**src/rtl/microprocessor_pkg.sv**
```systemverilog
// Shared types and default constants for the unified instruction/data memory port.
package microprocessor_pkg;

    typedef enum logic [1:0] {
        IDLE  = 2'd0,
        ISSUE = 2'd1,
        WAIT  = 2'd2,
        DONE  = 2'd3
    } arb_state_t;

    localparam logic OWNER_IF  = 1'b0;
    localparam logic OWNER_MEM = 1'b1;

    localparam int DEFAULT_MEM_LATENCY  = 2;
    localparam int DEFAULT_STARVE_LIMIT = 4;

endpackage

```
**src/rtl/latency_counter.sv**
```systemverilog
// Loadable down-counter; expired is high while enabled on the final count.
module latency_counter #(
    parameter int WIDTH = 1
) (
    input  logic             clk,
    input  logic             reset,
    input  logic             i_load,
    input  logic [WIDTH-1:0] i_load_value,
    input  logic             i_enable,
    output logic             o_expired
);

    logic [WIDTH-1:0] r_count;

    always_ff @(posedge clk or posedge reset) begin
        if (reset) begin
            r_count <= '0;
        end else if (i_load) begin
            r_count <= i_load_value;
        end else if (i_enable && (r_count != '0)) begin
            r_count <= r_count - WIDTH'(1);
        end
    end

    assign o_expired = i_enable && (r_count == '0);

endmodule

```
**src/rtl/memory_port_arbiter.sv**
```systemverilog
// Arbitrates fetch and memory-stage access to one single-ported RAM with a
// fixed read latency; memory stage has priority, bounded by a starvation limit.
module memory_port_arbiter
    import microprocessor_pkg::*;
#(
    parameter int ADDR_WIDTH   = 32,
    parameter int DATA_WIDTH   = 32,
    parameter int MEM_LATENCY  = DEFAULT_MEM_LATENCY,
    parameter int STARVE_LIMIT = DEFAULT_STARVE_LIMIT
) (
    input  logic                  clk,
    input  logic                  reset,
    input  logic                  ifReq,
    input  logic [ADDR_WIDTH-1:0] ifAddr,
    output logic                  ifGrant,
    output logic [DATA_WIDTH-1:0] ifData,
    input  logic                  memReq,
    input  logic                  memWrite,
    input  logic [ADDR_WIDTH-1:0] memAddr,
    input  logic [DATA_WIDTH-1:0] memWriteData,
    output logic                  memDone,
    output logic [DATA_WIDTH-1:0] memReadData,
    output logic                  ramEnable,
    output logic                  ramWrite,
    output logic [ADDR_WIDTH-1:0] ramAddr,
    output logic [DATA_WIDTH-1:0] ramWriteData,
    input  logic [DATA_WIDTH-1:0] ramReadData,
    output logic                  fetchStall,
    output logic                  memStall
);

    localparam int CNT_W    = (MEM_LATENCY > 1) ? $clog2(MEM_LATENCY) : 1;
    localparam int STARVE_W = $clog2(STARVE_LIMIT + 1);

    arb_state_t          r_state;
    logic                r_owner;
    logic                r_cmd_write;
    logic [STARVE_W-1:0] r_starve_count;

    logic w_starved;
    logic w_grant_mem;
    logic w_expired;

    assign w_starved   = (r_starve_count == STARVE_W'(STARVE_LIMIT));
    assign w_grant_mem = memReq && !(ifReq && w_starved);

    // WAIT lasts exactly MEM_LATENCY cycles: load in ISSUE, expire on count zero.
    latency_counter #(
        .WIDTH(CNT_W)
    ) u_latency_counter (
        .clk         (clk),
        .reset       (reset),
        .i_load      (r_state == ISSUE),
        .i_load_value(CNT_W'(MEM_LATENCY - 1)),
        .i_enable    (r_state == WAIT),
        .o_expired   (w_expired)
    );

    always_ff @(posedge clk or posedge reset) begin
        if (reset) begin
            r_state        <= IDLE;
            r_owner        <= OWNER_IF;
            r_cmd_write    <= 1'b0;
            r_starve_count <= '0;
            ifGrant        <= 1'b0;
            ifData         <= '0;
            memDone        <= 1'b0;
            memReadData    <= '0;
            ramEnable      <= 1'b0;
            ramWrite       <= 1'b0;
            ramAddr        <= '0;
            ramWriteData   <= '0;
        end else begin
            ifGrant <= 1'b0;
            memDone <= 1'b0;
            case (r_state)
                IDLE: begin
                    if (memReq || ifReq) begin
                        r_state   <= ISSUE;
                        ramEnable <= 1'b1;
                        if (w_grant_mem) begin
                            r_owner      <= OWNER_MEM;
                            r_cmd_write  <= memWrite;
                            ramWrite     <= memWrite;
                            ramAddr      <= memAddr;
                            ramWriteData <= memWriteData;
                            if (ifReq && !w_starved) begin
                                r_starve_count <= r_starve_count + STARVE_W'(1);
                            end
                        end else begin
                            r_owner        <= OWNER_IF;
                            r_cmd_write    <= 1'b0;
                            ramWrite       <= 1'b0;
                            ramAddr        <= ifAddr;
                            ramWriteData   <= '0;
                            r_starve_count <= '0;
                        end
                    end
                end
                ISSUE: begin
                    r_state      <= WAIT;
                    ramEnable    <= 1'b0;
                    ramWrite     <= 1'b0;
                    ramAddr      <= '0;
                    ramWriteData <= '0;
                end
                WAIT: begin
                    if (w_expired) begin
                        r_state <= DONE;
                        if (r_owner == OWNER_IF) begin
                            ifGrant <= 1'b1;
                            ifData  <= ramReadData;
                        end else begin
                            memDone <= 1'b1;
                            if (!r_cmd_write) begin
                                memReadData <= ramReadData;
                            end
                        end
                    end
                end
                DONE: begin
                    // Requests still high here belong to the finishing transaction.
                    r_state <= IDLE;
                end
                default: r_state <= IDLE;
            endcase
        end
    end

    assign fetchStall = ifReq && !ifGrant;
    assign memStall   = memReq && !memDone;

endmodule

```
**config.mk**
```make
export PLATFORM = sky130hd
export DESIGN_NAME = memory_port_arbiter
export DESIGN_NICKNAME = d
export VERILOG_FILES = /design/src/rtl/microprocessor_pkg.sv /design/src/rtl/latency_counter.sv /design/src/rtl/memory_port_arbiter.sv
export SDC_FILE = /design/constraint.sdc
export NUM_CORES = 1
export LEC_CHECK = 0
export CAP_MARGIN = 20
export CORE_MARGIN = 3
export CORE_UTILIZATION = 41
export DETAILED_ROUTE_END_ITERATION = 10
export PLACE_DENSITY = 0.8
export REMOVE_ABC_BUFFERS = 1
export SKIP_CTS_REPAIR_TIMING = 1
export SLEW_MARGIN = 20
export SYNTH_ARGS = -nofsm -noshare
export SYNTH_HDL_FRONTEND = slang
export SYNTH_SLANG_ARGS = --single-unit
export TNS_END_PERCENT = 10
```
**constraint.sdc**
```tcl
create_clock -name clk -period 7.23 [get_ports clk]
set_clock_uncertainty 0.15 [all_clocks]
set_input_delay 2.169 -clock clk [delete_from_list [all_inputs] [get_ports clk]]
set_output_delay 2.169 -clock clk [all_outputs]
set_load 0.01 [all_outputs]
```
==> reports/metrics.cfg <==
[clock_tree]
cts.sinks=140
clkSlewWorstSetupHoldPaths_ns=0.06
cts_tree=yes
clockBufferDepth=2
cts-root-buf=clkbuf_16
cts_htree_levels=4
insertion_delay_ns=0.40
cts_buffers=17

[timing]
setup_ws_ns=1.30
setup_viol=0
hold_viol=0
timing.final.crit_period_ns=5.93
finalMaxSlewViolations=0
max_freq_mhz=169
fin_crit_sh_pct=82.0
hold_ws_ns=0.332
rsz0062_at_grt=false
worst_slew_pin_slew_ns=0.779
maxSlewHeadroom_pct=48.0
finalSetupTns_ns=0

[critical_path]
critPathLaunchType=primary input
r2r_setup_slack_ns=4.66
r2r-start=r_state[0]
cp.arrival_ns=3.61
cpMostUsedCell=clkdlybuf4s50_1
reg2reg_depth=6
critPathSlowestCell=clkdlybuf4s50_1
crit_required_ns=4.91
cp-end-kind=output pin
path_cells=clkdlybuf4s50_1, nor2b_1, clkdlybuf4s50_1
max_stage_delay_ns=0.67
critPathMaxFanout=11
crit_type=in2out
reg2reg_to=ramAddr[12]

[floorplan]
fp.coreArea_sq_mm=0.0133
fp.dieArea_sq_mm=0.0152
pin_count=267
die_y_microns=123
die_w_microns=123
start_util_pct=42.4
rows=42

[synthesis]
yosys.area.top_type=dfrtp_1
synth_commonest_cells=140 x dfrtp_1, 65 x mux2_1, 37 x nand2_1
synth_async_sr_flop_share_pct=100
synth.most_common_cell=dfrtp_1
synth_edf_count=0
avgSynthCellArea_sq_um=13.7
yosys_warnings=0
synthCells=412
ys_seq_elements=140
synthDominantCellAreaShare_pct=62.0
synth_seq_area_share_pct=62.0
synth.distinct_cells=33
syn_area_sq_mm=0.00565
synth_area_leaders=dfrtp_1 62%, mux2_1 13%, a221o_1 5.7%, a22o_1 5.1%, nor3_1 2.8%
synthFlopType=dfrtp_1

[routing]
vias=4485
wl_microns=15900
drcViolationCount=0
first_pass_iters=4
wl_per_cell_microns=18.5
avgViaCountPerCell=5.22
drt-initial-drc-count=275
final_antenna_net_count=0

[placement]
dp.cells=828
portBuffers=266
place_congestion=0.720
dp_slack_ns=1.33
place_hpwl_microns=11600

[layout]
syn_to_final_growth_pct=59.1
final_cells=860
n_antenna_cell=0
nNetsFinal=809
drive_gt1_share_pct=7.02

[power]
p_leak_nw=3.86
peakVddDrop_mv=0.202
p_per_area_mw_per_mm2=431

[run]
drv_cap=0

[min_path]
holdPathEnd=ifData[27]
min_path_type=reg2reg
min_path_cells=1
min_from=ifData[27]

[grt]
grt_pass1_vias=4596
grt_usage_pct=20.8
grt_pass1_wl_microns=24200
grt_overflow=0
grt_max_degree=91
grt_antenna_before_repair=0

[status]
outcome=finished, final reports clean

[final cells by class]
cell class	instances	area [sq um]
multi-input cells	231	1920
inverters	7	31.3
fillers	989	4350
clock buffers	18	439
clock inverters	14	160
well taps	176	220
flip-flops and latches	140	3500
repair buffers	274	2720
[cell families (layout without fill, tap and decap cells)]
group           after synthesis  after routing  synth area share, %
flops                       140            140                 62.0
buf+inv                      41            313                 4.38
simple gates                 83             83                 7.08
compound gates               78             78                 12.5
fa+ha+maj                     5              5                 1.11
mux                          65             65                 12.9
[how the worst max path moves through the flow]
stage          startpoint         to  slack, ns  cells after the start
6_report           memReq   memStall       1.30                      3
2_1_floorplan       reset  ifData[0]       1.16                      1
5_1_grt            memReq   memStall       1.23                      3
4_1_cts            memReq   memStall       1.31                      3
3_3_place_gp       memReq   memStall       1.33                      3
3_5_place_dp       memReq   memStall       1.33                      3
[sequential cells by signal, summed over array words and instances, names as in the netlist, 2 cells and up]
signal	cells
memReadData	32
ifData	32
ramWriteData	32
r_starve_count	3
r_state	2
ramAddr	32
[report_power, final]
| part | switching [mW] | leakage [nW] | internal [mW] | total (mW) |
|---|---|---|---|---|
| logic | 0.734 | 1.79 | 0.940 | 1.67 |
| registers | 0.200 | 1.78 | 1.14 | 1.34 |
| clock network | 0.341 | 0.286 | 0.525 | 0.866 |
| total | 1.28 | 3.86 | 2.60 | 3.88 |
[placed cells by master (no fill, tap or decap), types with 3 or more instances in the layout]
cell | Yosys | final
nor3_1 | 32 | 32
ha_1 | 5 | 5
a22o_1 | 33 | 33
clkdlybuf4s50_1 | 0 | 266
clkinvlp_4 | 0 | 3
buf_4 | 5 | 8
dfrtp_1 | 140 | 140
clkinv_4 | 0 | 3
mux2_1 | 65 | 65
clkbuf_16 | 0 | 17
nand2_1 | 37 | 37
a221o_1 | 32 | 32
o21ai_0 | 5 | 5
inv_6 | 0 | 5
inv_1 | 6 | 5
[per-stage QoR]
step | util [%] | area, sq um | total power [mW]
floorplan | - | 5430 | 2.04
global placement | 62.9 | 8400 | 2.97
detailed placement | 62.9 | 8400 | 3.04
CTS | 67.4 | 9000 | 3.92
global route | 67.4 | 9000 | 4.10
finish | 67.4 | 9000 | 3.88
[worst max-delay path, delay by kind of cell]
kind / cells / cell delay (ns)
buffers and inverters: 2 / 1.25
and+or+nand+nor: 1 / 0.19
[routing by layer]
layer  global-route usage [%]  vias to the layer above  wire, microns
met3                     7.23                       15           1480
met1                     25.8                     2194           6490
met5                        0                        -              0
li1                         -                     2054              -
met2                     34.4                      222           7740
met4                     6.44                        0            205
No activity file was read; power rests on OpenSTA's default activity.
==> RTL edit (config.mk and constraints unchanged) <==
`DATA_WIDTH`: 32 -> 48.
--- a/src/rtl/memory_port_arbiter.sv
+++ b/src/rtl/memory_port_arbiter.sv
@@ -4,7 +4,7 @@
     import microprocessor_pkg::*;
 #(
     parameter int ADDR_WIDTH   = 32,
-    parameter int DATA_WIDTH   = 32,
+    parameter int DATA_WIDTH   = 48,
     parameter int MEM_LATENCY  = DEFAULT_MEM_LATENCY,
     parameter int STARVE_LIMIT = DEFAULT_STARVE_LIMIT
 ) (
Interface: changed (5 resized); port bits go from 267 to 347. The function was not compared with the original's and may differ.
==> RTL edit against the original RTL <==
  * Synthesized cell count grew 25%
  * Worst setup slack gained 0.047 ns
  * Sequential cell count grew 48
  * Cell area grew 28%
  * Die area grew 30%
  * Fmax grew 0.79%
  * First-iteration DRC count grew 8.4%
  * Register-to-register slack lost 0.17 ns
  * Synthesized area grew 32%
  * Wire length grew 32%
  * Sequential share of layout area grew 1.8 points
  * Sequential power grew 34%
  * Worst hold slack gained 0.0045 ns
  * Total power grew 30%
  * Critical path type unchanged
  * Largest power group unchanged
  * Highest routed layer unchanged
==> RTL edit: results (changes against the original RTL) <==
.. list-table::
   :header-rows: 1

   * - Metric
     - Value
   * - CP Data Arrival Time
     - 3.56 ns (was 3.61 ns)
   * - Run status
     - completed (unchanged)
   * - Starting DRC count in detailed routing
     - 298 (was 275)
   * - Number of input and output port buffers inserted
     - 346 (was 266)
   * - Antenna fix cells
     - 0 (unchanged)
   * - Max H-tree Level
     - 4 (unchanged)
   * - Detailed Routing Iterations Pass 1
     - 4 (unchanged)
   * - Wire length of the first global-routing pass
     - 32.8 mm (was 24.2 mm)
   * - Post-Layout Cell Count
     - 1,084 (was 860)
   * - Number of distinct library cells after synthesis
     - 34 (was 33)
   * - Worst-case register-to-register setup slack
     - 4.49 ns (was 4.66 ns)
   * - Proportion of layout cells with a drive suffix above 1
     - 0.162 (was 0.0702)
   * - Largest net degree at the start of global routing
     - 108 (was 91)
   * - Count of nets after finishing
     - 1,017 (was 809)
   * - Sw Share
     - 0.325 (was 0.329)
   * - Synth top cells by count
     - sky130_fd_sc_hd__dfrtp_1, sky130_fd_sc_hd__mux2_2, sky130_fd_sc_hd__a22o_1 (was sky130_fd_sc_hd__dfrtp_1, sky130_fd_sc_hd__mux2_1, sky130_fd_sc_hd__nand2_1)
   * - Synth area leaders
     - sky130_fd_sc_hd__dfrtp_1, sky130_fd_sc_hd__mux2_2, sky130_fd_sc_hd__a22o_1 (was sky130_fd_sc_hd__dfrtp_1, sky130_fd_sc_hd__mux2_1, sky130_fd_sc_hd__a221o_1)
   * - Wire per inst
     - 19.4 um (was 18.5 um)
   * - R2r endpoint
     - ramAddr[21] (was ramAddr[12])
   * - Proportion of synthesized chip area in sequential cells
     - 0.633 (was 0.620)
   * - Worst slew margin relative to its limit
     - 0.420 (was 0.480)
   * - Global-route usage over all layers
     - 0.212 (was 0.208)
   * - Hold_sp
     - memReadData[19] (was ifData[27])
   * - Number of global-route vias before repair
     - 5,828 (was 4,596)
   * - Number of instances in the synthesized netlist
     - 514 (was 412)
   * - Final weighted congestion in routability-driven placement
     - 0.772 (was 0.720)
   * - Detail-routed via count per cell
     - 5.18 (was 5.22)
   * - Worst slack, placed
     - 1.34 ns (was 1.33 ns)
==> RTL edit: cell count changes after synthesis, sizes merged <==
| cell | delta |
|---|---|
| a22o | +16 |
| and2b | +1 |
| buf | +6 |
| dfrtp | +48 |
| mux2 | +32 |
| nor2b | -1 |
==> RTL edit: metal layers <==
layer	up-vias	GRT usage	share of wire
met2	276	0.350	0.49
li1	2562	-	-
met3	38	0.0767	0.092
met4	0	0.0760	0.025
met5	-	0	0
met1	2734	0.257	0.39
==> RTL edit: how the worst max path moves through the flow <==
stage	from	end	slack, ns	cells past startpoint
2_1_floorplan	reset	ifData[0]	-0.20	1
3_3_place_gp	memReq	memStall	1.36	3
3_5_place_dp	memReq	memStall	1.34	3
4_1_cts	memReq	memStall	1.34	3
5_1_grt	memReq	memStall	1.24	3
6_report	memReq	memStall	1.35	3
==> RTL edit: power by group through the flow <==
| stage | Sequential, W | Combinational [W] | Clock, W |
|---|---|---|---|
| floorplan | 0.00201 | 0.000816 | 0 |
| global placement | 0.00180 | 0.00230 | 0 |
| detailed placement | 0.00181 | 0.00235 | 0 |
| CTS | 0.00180 | 0.00235 | 0.000948 |
| global route | 0.00187 | 0.00247 | 0.000999 |
| finish | 0.00180 | 0.00232 | 0.000931 |
==> RTL edit: kinds of logic (layout without fill, tap and decap cells) <==
| logic type | after synthesis | in the layout | share of synthesized area |
|---|---|---|---|
| flops | 188 | 188 | 0.633 |
| mux | 97 | 97 | 0.147 |
| compound gates | 94 | 94 | 0.115 |
| simple gates | 83 | 83 | 0.0544 |
| buf+inv | 47 | 392 | 0.0426 |
| fa+ha+maj | 5 | 5 | 0.00841 |
==> RTL edit: critical path, delay by kind of cell <==
kind,cells,cell delay (ns)
AND/OR/NAND/NOR,1,0.17
buffers and inverters,2,1.22
==> RTL edit: final cells by class <==
cell class | instances | area, um2
clock buffer | 19 | 443
clock inverter | 12 | 138
fill | 1314 | 5980
inverter | 7 | 31.3
multi-input combinational | 279 | 2420
sequential | 188 | 4700
tap | 225 | 282
timing repair buffer | 354 | 3540
==> RTL edit: per-stage QoR <==
stage               area, um2  hold WS (ns)   util
floorplan                7140         0.293      -
global placement        11000         0.311  0.626
detailed placement      11000         0.331  0.626
CTS                     11600         0.346  0.659
global route            11600         0.364  0.659
finish                  11600         0.337  0.659
